$ cat src/rtl/sock_dec_pkg.sv
// Shared definitions for the socket command-line decoder.
//   dec_state_e : parser states
//   Err*        : error codes reported on err_code
//   Ch*         : ASCII constants used by the grammar
//   hex_nibble  : classifies a byte as a hex digit and returns its value
package sock_dec_pkg;

    typedef enum logic [2:0] {
        StIdle,
        StSp1,
        StAddr,
        StData,
        StEmit,
        StSkip
    } dec_state_e;

    localparam logic [1:0] ErrNone     = 2'd0;
    localparam logic [1:0] ErrBadChar  = 2'd1;
    localparam logic [1:0] ErrOverflow = 2'd2;
    localparam logic [1:0] ErrMissing  = 2'd3;

    localparam logic [7:0] ChLf = 8'h0A;
    localparam logic [7:0] ChCr = 8'h0D;
    localparam logic [7:0] ChSp = 8'h20;
    localparam logic [7:0] ChW  = 8'h57;
    localparam logic [7:0] ChR  = 8'h52;

    // Returns {is_hex, nibble}. Letters a-f / A-F have low nibbles 1..6,
    // so adding 9 yields 10..15 without a full subtraction.
    function automatic logic [4:0] hex_nibble(input logic [7:0] ch);
        logic [4:0] res;
        res = 5'b0;
        if (ch >= 8'h30 && ch <= 8'h39) begin
            res = {1'b1, ch[3:0]};
        end else if ((ch >= 8'h41 && ch <= 8'h46) || (ch >= 8'h61 && ch <= 8'h66)) begin
            res = {1'b1, ch[3:0] + 4'd9};
        end
        return res;
    endfunction

endpackage

$ cat src/rtl/sock_hex_accum.sv
// Hex digit shift accumulator shared by the address and data fields.
//   clock, reset : clock and async active-high reset
//   clear        : start a new field (priority over shift)
//   shift        : append nibble as the new least-significant digit
//   nibble       : digit value
//   limit        : maximum digit count for the current field
//   value        : accumulated, zero-extended field value
//   count        : digits accumulated so far
//   full         : count has reached limit; another digit would overflow
module sock_hex_accum #(
    parameter int unsigned W  = 32,
    parameter int unsigned CW = 4
) (
    input  logic          clock,
    input  logic          reset,
    input  logic          clear,
    input  logic          shift,
    input  logic [3:0]    nibble,
    input  logic [CW-1:0] limit,
    output logic [W-1:0]  value,
    output logic [CW-1:0] count,
    output logic          full
);

    logic [W+3:0] shifted;

    assign shifted = {value, nibble};
    assign full    = (count >= limit);

    always_ff @(posedge clock or posedge reset) begin
        if (reset) begin
            value <= '0;
            count <= '0;
        end else if (clear) begin
            value <= '0;
            count <= '0;
        end else if (shift && !full) begin
            value <= shifted[W-1:0];
            count <= count + 1'b1;
        end
    end

endmodule

$ cat src/rtl/sock_line_decoder.sv
// Parses LF-terminated ASCII command lines ("W addr data" / "R addr") into
// read/write commands. Malformed lines raise a one-cycle error pulse and are
// discarded up to the next LF.
//   clock, reset         : clock and async active-high reset
//   in_data/valid/ready  : byte stream input
//   cmd_valid/ready      : decoded command handshake
//   cmd_write/addr/data  : command fields (data is 0 for reads)
//   err_valid/err_code   : error pulse, 1 bad char, 2 overflow, 3 missing field
// Optional build macro SOCK_DEC_STATS_EN adds saturating counters
//   stat_cmds (command handshakes) and stat_errs (errors).
module sock_line_decoder
    import sock_dec_pkg::*;
#(
    parameter int unsigned ADDR_W = 16,
    parameter int unsigned DATA_W = 32
) (
    input  logic              clock,
    input  logic              reset,
    input  logic [7:0]        in_data,
    input  logic              in_valid,
    output logic              in_ready,
    output logic              cmd_valid,
    input  logic              cmd_ready,
    output logic              cmd_write,
    output logic [ADDR_W-1:0] cmd_addr,
    output logic [DATA_W-1:0] cmd_data,
    output logic              err_valid,
    output logic [1:0]        err_code
`ifdef SOCK_DEC_STATS_EN
    ,
    output logic [15:0]       stat_cmds,
    output logic [15:0]       stat_errs
`endif
);

    localparam int unsigned AccW = (ADDR_W > DATA_W) ? ADDR_W : DATA_W;
    localparam int unsigned CntW = $clog2(AccW / 4 + 1);

    dec_state_e        state_q, state_d;
    logic              write_q, write_d;
    logic [ADDR_W-1:0] addr_q, addr_d;
    logic              cmd_valid_q, cmd_valid_d;
    logic              cmd_write_q, cmd_write_d;
    logic [ADDR_W-1:0] cmd_addr_q, cmd_addr_d;
    logic [DATA_W-1:0] cmd_data_q, cmd_data_d;
    logic              err_valid_q, err_valid_d;
    logic [1:0]        err_code_q, err_code_d;

    logic              accept;
    logic              is_hex, is_lf, is_cr, is_sp;
    logic [3:0]        nibble;
    logic              raise;
    logic [1:0]        raise_code;

    logic              acc_clear, acc_shift, acc_full;
    logic [AccW-1:0]   acc_value;
    logic [CntW-1:0]   acc_count, acc_limit;

    assign in_ready         = !reset && (state_q != StEmit);
    assign accept           = in_valid && in_ready;
    assign {is_hex, nibble} = hex_nibble(in_data);
    assign is_lf            = (in_data == ChLf);
    assign is_cr            = (in_data == ChCr);
    assign is_sp            = (in_data == ChSp);
    assign acc_limit        = (state_q == StData) ? CntW'(DATA_W / 4) : CntW'(ADDR_W / 4);

    sock_hex_accum #(
        .W  (AccW),
        .CW (CntW)
    ) u_accum (
        .clock  (clock),
        .reset  (reset),
        .clear  (acc_clear),
        .shift  (acc_shift),
        .nibble (nibble),
        .limit  (acc_limit),
        .value  (acc_value),
        .count  (acc_count),
        .full   (acc_full)
    );

    always_comb begin
        state_d     = state_q;
        write_d     = write_q;
        addr_d      = addr_q;
        cmd_valid_d = cmd_valid_q;
        cmd_write_d = cmd_write_q;
        cmd_addr_d  = cmd_addr_q;
        cmd_data_d  = cmd_data_q;
        err_valid_d = 1'b0;
        err_code_d  = err_code_q;
        acc_clear   = 1'b0;
        acc_shift   = 1'b0;
        raise       = 1'b0;
        raise_code  = ErrNone;

        if (state_q == StEmit) begin
            if (cmd_ready) begin
                cmd_valid_d = 1'b0;
                state_d     = StIdle;
            end
        end else if (accept && !is_cr) begin
            case (state_q)
                StIdle: begin
                    if (in_data == ChW || in_data == ChR) begin
                        write_d   = (in_data == ChW);
                        acc_clear = 1'b1;
                        state_d   = StSp1;
                    end else if (!is_lf) begin
                        raise      = 1'b1;
                        raise_code = ErrBadChar;
                    end
                end
                StSp1: begin
                    if (is_sp) begin
                        state_d = StAddr;
                    end else begin
                        raise      = 1'b1;
                        raise_code = is_lf ? ErrMissing : ErrBadChar;
                    end
                end
                StAddr: begin
                    if (is_hex) begin
                        if (acc_full) begin
                            raise      = 1'b1;
                            raise_code = ErrOverflow;
                        end else begin
                            acc_shift = 1'b1;
                        end
                    end else if (is_sp || is_lf) begin
                        if (acc_count == '0) begin
                            raise      = 1'b1;
                            raise_code = ErrMissing;
                        end else if (is_sp && write_q) begin
                            // Latch the address so the accumulator can be reused for data.
                            addr_d    = acc_value[ADDR_W-1:0];
                            acc_clear = 1'b1;
                            state_d   = StData;
                        end else if (is_lf && !write_q) begin
                            cmd_valid_d = 1'b1;
                            cmd_write_d = 1'b0;
                            cmd_addr_d  = acc_value[ADDR_W-1:0];
                            cmd_data_d  = '0;
                            state_d     = StEmit;
                        end else begin
                            raise      = 1'b1;
                            raise_code = is_sp ? ErrBadChar : ErrMissing;
                        end
                    end else begin
                        raise      = 1'b1;
                        raise_code = ErrBadChar;
                    end
                end
                StData: begin
                    if (is_hex) begin
                        if (acc_full) begin
                            raise      = 1'b1;
                            raise_code = ErrOverflow;
                        end else begin
                            acc_shift = 1'b1;
                        end
                    end else if (is_lf) begin
                        if (acc_count == '0) begin
                            raise      = 1'b1;
                            raise_code = ErrMissing;
                        end else begin
                            cmd_valid_d = 1'b1;
                            cmd_write_d = 1'b1;
                            cmd_addr_d  = addr_q;
                            cmd_data_d  = acc_value[DATA_W-1:0];
                            state_d     = StEmit;
                        end
                    end else begin
                        raise      = 1'b1;
                        raise_code = ErrBadChar;
                    end
                end
                StSkip: begin
                    if (is_lf) begin
                        state_d = StIdle;
                    end
                end
                default: state_d = StIdle;
            endcase
        end

        if (raise) begin
            err_valid_d = 1'b1;
            err_code_d  = raise_code;
            // An LF already ended the offending line, so nothing is left to skip.
            state_d     = is_lf ? StIdle : StSkip;
        end
    end

    always_ff @(posedge clock or posedge reset) begin
        if (reset) begin
            state_q     <= StIdle;
            write_q     <= 1'b0;
            addr_q      <= '0;
            cmd_valid_q <= 1'b0;
            cmd_write_q <= 1'b0;
            cmd_addr_q  <= '0;
            cmd_data_q  <= '0;
            err_valid_q <= 1'b0;
            err_code_q  <= ErrNone;
        end else begin
            state_q     <= state_d;
            write_q     <= write_d;
            addr_q      <= addr_d;
            cmd_valid_q <= cmd_valid_d;
            cmd_write_q <= cmd_write_d;
            cmd_addr_q  <= cmd_addr_d;
            cmd_data_q  <= cmd_data_d;
            err_valid_q <= err_valid_d;
            err_code_q  <= err_code_d;
        end
    end

    assign cmd_valid = cmd_valid_q;
    assign cmd_write = cmd_write_q;
    assign cmd_addr  = cmd_addr_q;
    assign cmd_data  = cmd_data_q;
    assign err_valid = err_valid_q;
    assign err_code  = err_code_q;

`ifdef SOCK_DEC_STATS_EN
    logic [15:0] stat_cmds_q, stat_errs_q;

    always_ff @(posedge clock or posedge reset) begin
        if (reset) begin
            stat_cmds_q <= '0;
            stat_errs_q <= '0;
        end else begin
            if (cmd_valid_q && cmd_ready && stat_cmds_q != 16'hFFFF) begin
                stat_cmds_q <= stat_cmds_q + 16'd1;
            end
            if (err_valid_d && stat_errs_q != 16'hFFFF) begin
                stat_errs_q <= stat_errs_q + 16'd1;
            end
        end
    end

    assign stat_cmds = stat_cmds_q;
    assign stat_errs = stat_errs_q;
`endif

endmodule

$ cat config.mk
export PLATFORM = sky130hd
export DESIGN_NAME = sock_line_decoder
export DESIGN_NICKNAME = d
export VERILOG_FILES = /design/src/rtl/sock_dec_pkg.sv /design/src/rtl/sock_hex_accum.sv /design/src/rtl/sock_line_decoder.sv
export SDC_FILE = /design/constraint.sdc
export NUM_CORES = 1
export LEC_CHECK = 0
export ABC_CLOCK_PERIOD_IN_PS = 3800
export CORE_ASPECT_RATIO = 1.5
export CORE_MARGIN = 5
export CORE_UTILIZATION = 50
export DETAILED_ROUTE_END_ITERATION = 10
export PLACE_DENSITY = 0.75
export SYNTH_ARGS = -nofsm -noshare
export SYNTH_HDL_FRONTEND = slang
export SYNTH_SLANG_ARGS = --single-unit
$ cat constraint.sdc
create_clock -name clock -period 3.8 [get_ports clock]
set_input_delay 1.14 -clock clock [delete_from_list [all_inputs] [get_ports clock]]
set_output_delay 1.14 -clock clock [all_outputs]
set_load 0.03 [all_outputs]
---- Word-level counts from Yosys, hierarchy flattened ----
Index checks and enable logic that the tools add are counted.
storage, ports and cells
  bits in registers ....................... 109
  bits of input ports ..................... 12
  word-level logic and storage cells ...... 197
cells by class
  $add $sub $neg .......................... 2
  $lt $le $gt $ge ......................... 7
  equality and inequality tests ........... 39
  mux-type cells .......................... 106
  bitwise gates (word level) .............. 3
  reduce and logical (&&, ||, !) cells .... 29
operator list
  operator                                               number
  two-way mux 32 bit                                     10
  two-way mux 16 bit                                     8
  one-hot mux 32 bit (2 select lines)                    1
  two-way mux 3 bit                                      16
  two-way mux 1 bit                                      45
  one-hot mux 16 bit (2 select lines)                    1
  two-way mux 2 bit                                      14
  inequality test 4 bit, second input constant           7
  inequality test 3 bit, second input constant           8
  AND reduction 11 bit                                   2
  inequality test 2 bit, second input constant           9
  == test 8 x 4 -> 1 bit, second input constant          2
  == test 8 x 7 -> 1 bit, second input constant          2
  >= comparator 8 x 7 -> 1 bit, second input constant    2
  <= comparator 8 x 7 -> 1 bit, second input constant    2
  one-hot mux 3 bit (5 select lines)                     1
  two-way mux 4 bit                                      3
  AND reduction 12 bit                                   1
  two-way mux 5 bit                                      2
  logical AND 1 bit                                      9
  == test 8 x 6 -> 1 bit, second input constant          1
  >= comparator 8 x 6 -> 1 bit, second input constant    1
  <= comparator 8 x 6 -> 1 bit, second input constant    1
  inequality test 4 x 3 -> 1 bit, second input constant  2
  21 further kinds                                       36

---- Depth between registers and ports, before layout ----
  depth in word-level cells ............... 12
  mapped depth ............................ 13
  depth with buffers taken out ............ 11

---- Cells and area by module ----
A second synthesis with hierarchy kept.
second synthesis, totals
  cells, all modules ...................... 531
  area total of the unflattened synthesis .. 5337.6 µm²
by module, submodules not included
  module             instances  cells each  area an instance (µm²)  sequential area each (µm²)
  sock_line_decoder  1          359         3522.1                  1826.8
  sock_hex_accum     1          172         1815.5                  900.9

---- Least setup slack after synthesis ----
OpenSTA, ideal clock, no wires.
  kind .................................... input to register
  from .................................... input port in_data[0]
  to ...................................... register cmd_write_q, in the netlist cmd_write
  arrival ................................. 2.843 ns
  data required time ...................... 3.675 ns
  setup slack ............................. 0.832 ns
  stages .................................. 7
  buffers on the path ..................... 1
  cell sequence ........................... inv_1 > ha_1 > nor4bb_1 > nand4_1 > nor3_2 > buf_2 > mux2_2
on the way
  cells in the longest elaborated chain, start to end .. 7
RTL lines
  element                                                                       RTL line                  source
  start: declaration                                                            sock_line_decoder.sv:19   input logic [7:0] in_data,
  >= comparator 8 x 7 -> 1 bit or <= comparator 8 x 7 -> 1 bit (tied branches)  sock_dec_pkg.sv:35        end else if ((ch >= 8'h41 && ch <= 8'h46) || (ch >= 8'h61 && ch <= 8'h66)) begin
  logical AND 1 bit                                                             sock_dec_pkg.sv:35
  logical OR 1 bit                                                              sock_dec_pkg.sv:35
  two-way mux 5 bit                                                             sock_dec_pkg.sv:35
  two-way mux 5 bit                                                             sock_dec_pkg.sv:33        if (ch >= 8'h30 && ch <= 8'h39) begin
  inequality test 2 bit (no source line)                                        n/a
  AND reduction 11 bit (no source line) (*)                                     n/a
  end signal: assignment                                                        sock_line_decoder.sv:211  cmd_write_q <= cmd_write_d;
  end: declaration                                                              sock_line_decoder.sv:43   logic cmd_write_q, cmd_write_d;
Every way passes the cells marked *; elsewhere a longest branch is shown, timed or not.
A chain may end at the register's enable or synchronous reset.

---- Worst setup path after layout ----
  from .................................... input port reset
  to ...................................... output port in_ready
on the way
  cells in the longest elaborated chain, start to end .. 2
RTL lines
  element                             RTL line                 source
  start: declaration                  sock_line_decoder.sv:18  input logic reset,
  logical NOT 1 bit (no source line)  n/a
  logical AND 1 bit                   sock_line_decoder.sv:59  assign in_ready = !reset && (state_q != StEmit);
  end: declaration                    sock_line_decoder.sv:21  output logic in_ready,
Every way passes these cells.

==> impl_results.md <==
* Status: finished clean
* Sequential share of the synthesized area at 0.543
* Placed cell areas at 5930 um^2
* HP Class: flop to flop
* Most frequent cells in the layout: dfrtp_1, nand2_1, clkdlybuf4s50_1
* Max-cap viol count at 0
* Die height at around 130 um
* Tcrit/Tclk final at 0.949
* Clock skew at between 0.008 and 0.009 ns
* Drt pass-1 iters at 5
* CTS tree: yes
* Psw at roughly 790 uW
* Crit-path leading delay family: buffers and inverters
* Wirelength, routed at between 10 and 15 mm
* Cell count after synthesis at roughly 530
* Io pins at 66
* Clk_lat worst skew at 0.34 ns
* Global-route usage over all layers at 0.194
* First-pass GRT wire length at slightly below 20 mm
* Switching Share at 0.276
* Worst Reg2Reg Path Length in Cells at 12
* FF-to-FF setup slack at slightly above 0.9 ns
* Finished layout cell area at approximately 6300 um^2
* CTS sink cnt at roughly 110
* Crit path DAT at about 2.5 ns
* Number of synthesized flops with an enable pin at 0
* Fill cell count at roughly 770
* TNS Setup at 0 ns
* Clock slew at reported path FFs at approximately 0.070 ns
* Via density per instance at 5.56
* Chain of cells forming the critical path: clkdlybuf4s50_1 -> nor2_1 -> clkdlybuf4s50_1
* Reg power frac at 0.448
* CP Max Fanout at 3
* Syn Nets at 547
* Via count at 4,011
* Flops & latches, synth at between 100 and 150
* Synth area leaders: dfrtp_1, nand2_1, mux2_2, nand3_1, o21ai_0
* Die width at around 90 um
* Critical path endpoint: in_ready
* Clock share of power at 0.379
* WP depth at 3
* Antenna cells at 0
* Required @ worst endpoint at 2.66 ns
* Core Rows at 44
* Clock Path Buffers at 2
* Yosys top cell area share at 0.543
* Most used DFF post-synth: dfrtp_1
* Area growth syn-to-layout at 25.3%
* Crit path kind: input pin to output port
* RR Endpoint: state_q[0]$_DFFE_PP0P_
* H-tree Lvls at 3
* Gpl congestion at a little under 0.9
* Post-DRT Antenna Nets at 0
* I/O Buffers at 65
* Num CTS Buffers at 9
* RSZ-0062 raised after global routing: false
* Dpl hpwl at between 7 and 8 mm
* CORE AREA at just under 10,000 um^2
* Max VDD drop at between 0.0003 and 0.0004 V
* # setup viols final at 0
* Largest net degree at the start of global routing at 110
* Setup crit start kind: input pin
* Fin. Hold Viols at 0
* Critical Path Source: reset
* DRT iter0 DRCs at approximately 270
* Worst-margin pin slew at ~0.78 ns
* Pint at just over 2 mW
* Final min period at around 3.6 ns
* Comb power frac at 0.173
* Start of the worst register-to-register path: state_q[2]$_DFFE_PP0P_
* Most common cell after layout, fill and taps aside: dfrtp_1
* Number of global-route vias before repair at between 3,000 and 4,000
* Max incr delay on CP at slightly below 0.7 ns
* Warnings from Yosys at 0
* Crit. End Element: output port
* Synthesized area at 5020 um^2
* Pwr per Cell Area at between 400 and 500 nW/um^2
* Min-delay src: err_code[1]$_DFFE_PP0P_
* Fmax at between 200 and 300 MHz
* Nets at between 600 and 700
* Max Transition Viols Final at 0
* DR WL/cell at between 15 and 20 um
* Initial Util at 0.516
* GR Overflow Total at 0
* Synthesized area per cell at roughly 9.5 um^2
* Initial antenna violation count at 0
* Layout cells sized above 1 at 0.135
* Most frequent CP cell: clkdlybuf4s50_1
* Crit-path slowest cell: clkdlybuf4s50_1
* Drt drc at 0
* Clock tree root buffer cell: clkbuf_16
* Max-Slew Margin vs Limit at 0.481
* Count of cell types in the netlist at 57
* Leak at 2.83 nW
* Setup Fix Bufs, Post-CTS at 0
* Critical path buffers and inverters at 2
* Synth area leader: dfrtp_1
* Total Die Area at between 10,000 and 15,000 um^2
* Fraction of registers with async set/reset at 1.00
==> worst register-to-register path: cells and delay by family, from the launching register on <==
family / cells / cell delay, ns
AO/OA/AOI/OAI: 6 / 1.33
flip-flops: 1 / 0.46
buffers and inverters: 3 / 0.41
adder cells (fa/ha/maj): 1 / 0.30
AND/OR/NAND/NOR: 2 / 0.26
==> worst min-delay path by stage <==
stage                                to  slack (ns)  cells past startpoint
5_1_grt         err_code[1]$_DFFE_PP0P_        0.51                      1
4_1_cts         err_code[1]$_DFFE_PP0P_        0.49                      1
3_3_place_gp    err_code[0]$_DFFE_PP0P_        0.47                      1
2_1_floorplan  cmd_data[28]$_DFFE_PP0P_        0.47                      2
6_report        err_code[1]$_DFFE_PP0P_        0.49                      1
3_5_place_dp    err_code[1]$_DFFE_PP0P_        0.48                      1
==> stage by stage <==
stage | hold slack, ns | std cells | power [mW] | utilization | setup slack, ns
finish | 0.490 | 722 | 2.87 | 0.646 | 0.195
global placement | 0.475 | 706 | 1.79 | 0.609 | -0.0735
global route | 0.509 | 722 | 3.00 | 0.646 | 0.147
floorplan | 0.469 | 527 | 1.63 | - | 0.832
CTS | 0.494 | 722 | 2.89 | 0.645 | 0.194
detailed placement | 0.479 | 706 | 1.80 | 0.609 | -0.108
==> routing by layer <==
layer | routed length (um) | track usage | vias up
met4 | 205 | 0.0702 | 0
met5 | 0 | 0 | -
met3 | 426 | 0.0352 | 18
met1 | 4510 | 0.248 | 1962
met2 | 6050 | 0.329 | 87
li1 | - | - | 1944
==> cells in the mapped netlist (all sizes together), types with 2 or more instances <==
cell / number
a211oi: 3
a21bo: 2
a21boi: 2
a21oi: 33
a311oi: 2
a31oi: 17
and2: 3
and3: 2
buf: 11
clkbuf: 17
dfrtp: 109
ha: 8
inv: 42
mux2: 19
nand2: 101
nand3: 37
nand4: 3
nor2: 32
nor2b: 4
nor3: 9
nor3b: 3
o21a: 4
o21ai: 37
or3b: 3
xnor2: 3
==> cells by family (layout without fill, tap and decap cells) <==
kind of cell / Yosys count / after routing / synth area share
simple gates: 204 / 204 / 0.189
mux: 19 / 19 / 0.0426
compound gates: 113 / 113 / 0.140
xor+xnor: 3 / 3 / 0.00523
flops: 109 / 109 / 0.543
buf+inv: 71 / 151 / 0.0605
fa+ha+maj: 8 / 8 / 0.0199
==> state kept, by name, indices dropped and copies added, names as in the netlist <==
| name | count |
|---|---|
| u_accum.value | 32 |
| cmd_write | 1 |
| err_valid | 1 |
| addr_q | 16 |
| err_code | 2 |
| cmd_addr | 16 |
| write_q | 1 |
| state_q | 3 |
| cmd_valid | 1 |
| u_accum.count | 4 |
| cmd_data | 32 |
==> layout make-up <==
type                    instances  area (um^2)  share of cell area
repair buffers                 92          891               0.142
clock buffers                  10          239              0.0380
flip-flops and latches        109         2730               0.433
inverters                      43          165              0.0262
multi-input cells             347         2010               0.320
clock inverters                 6          115              0.0183
well taps                     115          144              0.0229
==> power groups by stage <==
| stage | logic, mW | registers (mW) | clock network [mW] |
|---|---|---|---|
| floorplan | 0.311 | 1.31 | 0 |
| global placement | 0.488 | 1.31 | 0 |
| detailed placement | 0.497 | 1.31 | 0 |
| CTS | 0.498 | 1.29 | 1.11 |
| global route | 0.545 | 1.30 | 1.15 |
| finish | 0.496 | 1.29 | 1.09 |
==> timing repair <==
item / in CTS / in global routing
gates resized for setup: 0 / 1
hold buffers: 0 / 0
setup endpoints to repair: 0 / 9
hold endpoints to repair: 0 / 0
Note: power is estimated with default switching activity, not from simulation.
